$ cat src/rtl/merge_unit.sv
// Merges two ascending runs of RUN_LEN unsigned words into one ascending run of 2*RUN_LEN words.
// Ties take the left word first, and dup flags runs that saw equal heads.

module merge_cmp #(
  parameter int W = 32
) (
  input  logic [W-1:0] a,
  input  logic [W-1:0] b,
  output logic         a_lt,
  output logic         a_eq
);
  // Each half is compared on its own, then the results are combined, which keeps the carry chains short.
  if (W < 2) begin : g_narrow
    assign a_lt = (a < b);
    assign a_eq = (a == b);
  end else begin : g_split
    localparam int LO = W / 2;
    localparam int HI = W - LO;

    logic [HI-1:0] a_hi, b_hi;
    logic [LO-1:0] a_lo, b_lo;
    logic          hi_lt, hi_eq, lo_lt, lo_eq;

    assign a_hi  = a[W-1:LO];
    assign b_hi  = b[W-1:LO];
    assign a_lo  = a[LO-1:0];
    assign b_lo  = b[LO-1:0];
    assign hi_lt = (a_hi < b_hi);
    assign hi_eq = (a_hi == b_hi);
    assign lo_lt = (a_lo < b_lo);
    assign lo_eq = (a_lo == b_lo);
    assign a_lt  = hi_lt | (hi_eq & lo_lt);
    assign a_eq  = hi_eq & lo_eq;
  end
endmodule

// state   | meaning
// IDLE    | after reset only; moves to MERGE on the next cycle
// MERGE   | both runs still have words; take the smaller head (L on ties)
// DRAIN_L | right run is exhausted; pass the rest of the left run
// DRAIN_R | left run is exhausted; pass the rest of the right run
module merge_unit #(
  parameter int WIDTH   = 32,
  parameter int RUN_LEN = 16
) (
  input  logic             clk,
  input  logic             rst,
  input  logic [WIDTH-1:0] dinL,
  input  logic             dinL_valid,
  output logic             dinL_ready,
  input  logic [WIDTH-1:0] dinR,
  input  logic             dinR_valid,
  output logic             dinR_ready,
  output logic [WIDTH-1:0] dout,
  output logic             dout_valid,
  input  logic             dout_ready,
  output logic             dout_last,
  output logic             dup
);
  localparam int CW = $clog2(RUN_LEN) + 1;
  localparam logic [CW-1:0] RUN_END = CW'(RUN_LEN);
  localparam logic [CW:0]   TOT_END = (CW + 1)'(2 * RUN_LEN);

  typedef enum logic [1:0] {IDLE, MERGE, DRAIN_L, DRAIN_R} state_t;

  state_t        state, state_nxt;
  logic [CW-1:0] cnt_l, cnt_r, cnt_l_nxt, cnt_r_nxt;
  logic          dup_flag;
  logic          l_smaller, eq;
  logic          load_ok, take_l, take_r, run_done, dup_hit;

  merge_cmp #(.W(WIDTH)) u_cmp (
    .a    (dinL),
    .b    (dinR),
    .a_lt (l_smaller),
    .a_eq (eq)
  );

  always_comb begin
    load_ok   = !dout_valid || dout_ready;
    take_l    = 1'b0;
    take_r    = 1'b0;
    state_nxt = state;
    case (state)
      IDLE:    state_nxt = MERGE;
      MERGE: begin
        if (load_ok && dinL_valid && dinR_valid) begin
          if (l_smaller || eq) take_l = 1'b1;
          else                 take_r = 1'b1;
        end
      end
      DRAIN_L: take_l = load_ok && dinL_valid;
      DRAIN_R: take_r = load_ok && dinR_valid;
      default: state_nxt = IDLE;
    endcase

    cnt_l_nxt = cnt_l + CW'(take_l);
    cnt_r_nxt = cnt_r + CW'(take_r);
    run_done  = (({1'b0, cnt_l_nxt} + {1'b0, cnt_r_nxt}) == TOT_END);
    dup_hit   = (state == MERGE) && (take_l || take_r) && eq;

    // Both counters cannot reach RUN_LEN in MERGE on the same edge, so the order here is irrelevant.
    if (run_done) begin
      state_nxt = MERGE;
    end else if (state == MERGE) begin
      if (cnt_l_nxt == RUN_END)      state_nxt = DRAIN_R;
      else if (cnt_r_nxt == RUN_END) state_nxt = DRAIN_L;
    end
  end

  assign dinL_ready = take_l;
  assign dinR_ready = take_r;

  always_ff @(posedge clk or posedge rst) begin
    if (rst) begin
      state      <= IDLE;
      cnt_l      <= '0;
      cnt_r      <= '0;
      dup_flag   <= 1'b0;
      dout       <= '0;
      dout_valid <= 1'b0;
      dout_last  <= 1'b0;
      dup        <= 1'b0;
    end else begin
      state <= state_nxt;
      if (take_l || take_r) begin
        cnt_l      <= run_done ? '0 : cnt_l_nxt;
        cnt_r      <= run_done ? '0 : cnt_r_nxt;
        dout       <= take_l ? dinL : dinR;
        dout_valid <= 1'b1;
        dout_last  <= run_done;
        dup        <= run_done && (dup_flag || dup_hit);
        dup_flag   <= run_done ? 1'b0 : (dup_flag || dup_hit);
      end else if (dout_ready) begin
        dout_valid <= 1'b0;
        dout_last  <= 1'b0;
        dup        <= 1'b0;
      end
    end
  end
endmodule

$ cat config.mk
export PLATFORM = sky130hd
export DESIGN_NAME = merge_unit
export DESIGN_NICKNAME = d
export VERILOG_FILES = /design/src/rtl/merge_unit.sv
export SDC_FILE = /design/constraint.sdc
export NUM_CORES = 1
export LEC_CHECK = 0
export ABC_AREA = 1
export CELL_PAD_IN_SITES_DETAIL_PLACEMENT = 1
export CELL_PAD_IN_SITES_GLOBAL_PLACEMENT = 2
export CORE_MARGIN = 1.5
export CORE_UTILIZATION = 26
export DETAILED_ROUTE_END_ITERATION = 12
export GPL_TIMING_DRIVEN = 0
export MAX_ROUTING_LAYER = met4
export PLACE_DENSITY_LB_ADDON = 0.1
export SETUP_SLACK_MARGIN = 0.4
export SYNTH_ARGS = -nofsm -noshare
export SYNTH_HDL_FRONTEND = slang
export SYNTH_SLANG_ARGS = --single-unit
export TNS_END_PERCENT = 1
$ cat constraint.sdc
create_clock -name clk -period 4 [get_ports clk]
set_input_delay 1 -clock clk [delete_from_list [all_inputs] [get_ports clk]]
set_output_delay 1 -clock clk [all_outputs]
set_load 0.03 [all_outputs]
==> flow_summary_export.csv, run 1 <==
group,metric,value,unit
layout,fin_nets,710,
setup_path,crit_path_top_delay_cell,"fa_2",
yosys,synth_seq_area_share,34.4,%
timing,slew_headroom,60.5,%
layout,layout_commonest_cell,"nand3_1",
placement,dp_cells,739,
drt,firstDrtPassIters,4,
cts,clock_latency,0.31,ns
min_path,hp-start,"cnt_l[4]$_DFFE_PP0P_",
drt,wire_per_inst,16.3,µm
timing,fin_crit_sh,103,%
cts,cts-root-buf,"clkbuf_16",
timing,max_freq,242,MHz
yosys,syn_area,0.00349,mm²
drt,via_count,3666,
setup_path,criticalPathCategory,"in2reg",
run,maxCapViolations,0,
cts,cts_made_buffers,5,
die,start_util,26.4,%
yosys,syn_area_per_cell,7.63,µm²
timing,rsz0062_at_grt,"yes",
layout,antenna_cells,0,
min_path,min_path_type,"reg2reg",
setup_path,cp_max_fo,6,
global_route,gr-total-overflow,0,
yosys,syn_inst,457,
outcome,outcome,"finished, violations left",
timing,fin_ws,-0.138,ns
global_route,antenna_found_initial,0,
drt,drc,0,
setup_path,cp_slowest_stage_delay,0.52,ns
timing,period_minus_slack,4.14,ns
yosys,synthesis.nets,572,
setup_path,r2r_start,"state[1]$_DFF_PP0_",
timing,fin_skew,0.00843,ns
pwr,powerDensity,523,mW/mm²
pwr,leakage,0.00271,µW
setup_path,path_buf_inv,5,
cts,cts_hold_buf,0,
drt,antenna_left,0,
placement,io_buffers,105,
layout,area_growth,67.6,%
cts,clock_sinks,48,
global_route,grt_pass1_wl,20700,µm
timing,worstMarginPinSlew,0.593,ns
die,fp.coreArea,0.0132,mm²
die,io_pins,106,
setup_path,critPathRequiredTime,4.20,ns
timing,finalSetupViolCount,15,
cts,cts_buffer_depth,2,
setup_path,start_kind,"primary input",
die,die_area,0.0141,mm²
timing,maxSlewViolCount,0,
timing,final.setup.tns,-1.63,ns
global_route,grtUsageTotal,19.2,%
global_route,grt_pass1_vias,3953,
layout,drive_above_1_share,40.6,%
cts,cts_tree,"yes",
die,die_w,119,µm
global_route,grt_max_degree,27,
yosys,yosysWarnings,0,
setup_path,cp-startpoint,"dinL[12]",
layout,final_cell_mix,"nand3_1 (108), nand2_1 (81), dfrtp_1 (48), clkdlybuf4s50_1 (39), ha_4 (38)",
yosys,ys_ff_latch,48,
timing,whs,0.505,ns
timing,hold_viol,0,
drt,drt_wl_total,12500,µm
placement,place.gp.congestion,0.742,
outcome,violations,"negative setup slack",
pwr,ir_worst_vdd,190,µV
drt,via_per_inst,4.75,
setup_path,arrival,4.34,ns
layout,fin_cells,772,
drt,drtIter0Drc,128,
placement,dp_hpwl,8980,µm
setup_path,crit_family,"simple AND/OR/NAND/NOR gates",
setup_path,crit_chain,"buf_4 -> ha_4 -> nand4_1 -> a21oi_2 -> nor2_4 -> nand2_2 -> nand3_4 -> nand2_2 -> nand2_2 -> nand2_4 -> clkinv_4 -> buf_12 -> ha_4 -> ha_4 -> inv_2 -> fa_2 -> nand3b_1 -> nor4_4 -> nand2_8 -> buf_8 -> nand3_1 -> nand2_1",
die,die_y,119,µm
cts,htreeDepth,2,
cts,clk_pin_slew_worst_paths,0.07,ns
die,fp-row-count,42,
yosys,yosysUniqueCellTypes,29,
setup_path,endpoint_kind,"flip-flop",
per-layer routing:
layer | part of all wire [%] | track usage [%]
met5 | 0 | -
met1 | 43 | 23.4
met4 | 1.1 | 4.89
met3 | 3.9 | 3.35
met2 | 52 | 33.1
final timing paths:
check	end	slack [ns]	cells past startpoint
worst max-delay path	cnt_r[1]$_DFFE_PP0P_	-0.14	22
worst min-delay path	cnt_l[4]$_DFFE_PP0P_	0.51	2
worst max register to register	cnt_r[1]$_DFFE_PP0P_	0.54	19
worst min register to register	cnt_l[4]$_DFFE_PP0P_	0.51	2
max in group asynchronous	dout_last$_DFFE_PP0P_	2.37	3
min in group asynchronous	dout[5]$_DFFE_PP0P_	1.07	2
tightest hold or removal path, cell delays in order, from the launching register on:
cell and delay, ns:
dfrtp_1 0.36, nand2_1 0.06, nand2_1 0.05
synth_stat cells:
library cell	number	share of area (%)
a21o_1	3	0.65
a21oi_1	17	2.4
buf_2	6	0.86
buf_4	5	1.1
buf_6	3	0.97
clkbuf_1	5	0.54
dfrtp_1	48	34
fa_1	1	0.57
ha_1	45	16
inv_1	59	6.3
inv_2	2	0.22
nand2_1	101	11
nand2_2	2	0.36
nand2_4	1	0.32
nand3_1	117	17
nand3_2	1	0.29
nand3b_1	2	0.43
nand4_1	5	0.90
nor2_1	14	1.5
nor2_2	2	0.36
nor2_8	1	0.57
nor4_1	3	0.54
o211ai_1	1	0.22
o21a_1	1	0.22
o21ai_0	4	0.57
o21ai_1	1	0.14
or2_2	1	0.18
xnor2_1	3	0.75
xor2_1	3	0.75
sequential cells by signal, summed over array words and instances, names as in the netlist:
register,count
state,2
cnt_r,5
dup,1
dout_last,1
cnt_l,5
dup_flag,1
dout_valid,1
dout,32
per-stage QoR:
stage	util (%)	power, µW	setup WS (ns)	area (µm²)
6_report	44.3	3060	-0.138	5850
4_1_cts	42.8	3040	-0.0983	5650
3_3_place_gp	36.7	2330	-1.25	4840
3_5_place_dp	36.8	2370	-1.38	4860
5_1_grt	44.3	3260	-0.311	5850
2_1_floorplan	-	1720	-0.0519	3560
what timing repair did:
| item | CTS | global route |
|---|---|---|
| gates resized for setup | 401 | 60 |
| pin swaps | 74 | 33 |
| setup buffers | 18 | 6 |
| cloned | 1 | 0 |
| endpoints found under the setup margin | 17 | 17 |
cells by family after synthesis:
group,Yosys count,share of synthesized area (%)
simple gates,250,33.1
buf+inv,80,10.0
flops,48,34.4
fa+ha+maj,46,16.7
compound gates,27,4.23
xor+xnor,6,1.51
area by class of cell:
cell class	instances	area (µm²)
Buffer	19	154
Inverter	61	244
Fill cell	1536	7340
Clock inverter	2	35.0
Tap cell	176	220
Clock buffer	6	129
Sequential cell	48	1200
Timing Repair Buffer	131	1190
Multi-Input combinational cell	329	2670
where the power goes:
group | internal [µW] | total (µW) | switching, µW
Clock | 295 | 506 | 211
Sequential | 675 | 793 | 118
Combinational | 766 | 1760 | 992
Total | 1740 | 3060 | 1320
Power figures use the tool's default switching activity.
==> run 2, diff against run 1 <==
- GPL_ROUTABILITY_DRIVEN: not set -> 0
==> results of run 2 <==
Same layout as run 1: the final DEF is identical, and so are final timing and power.
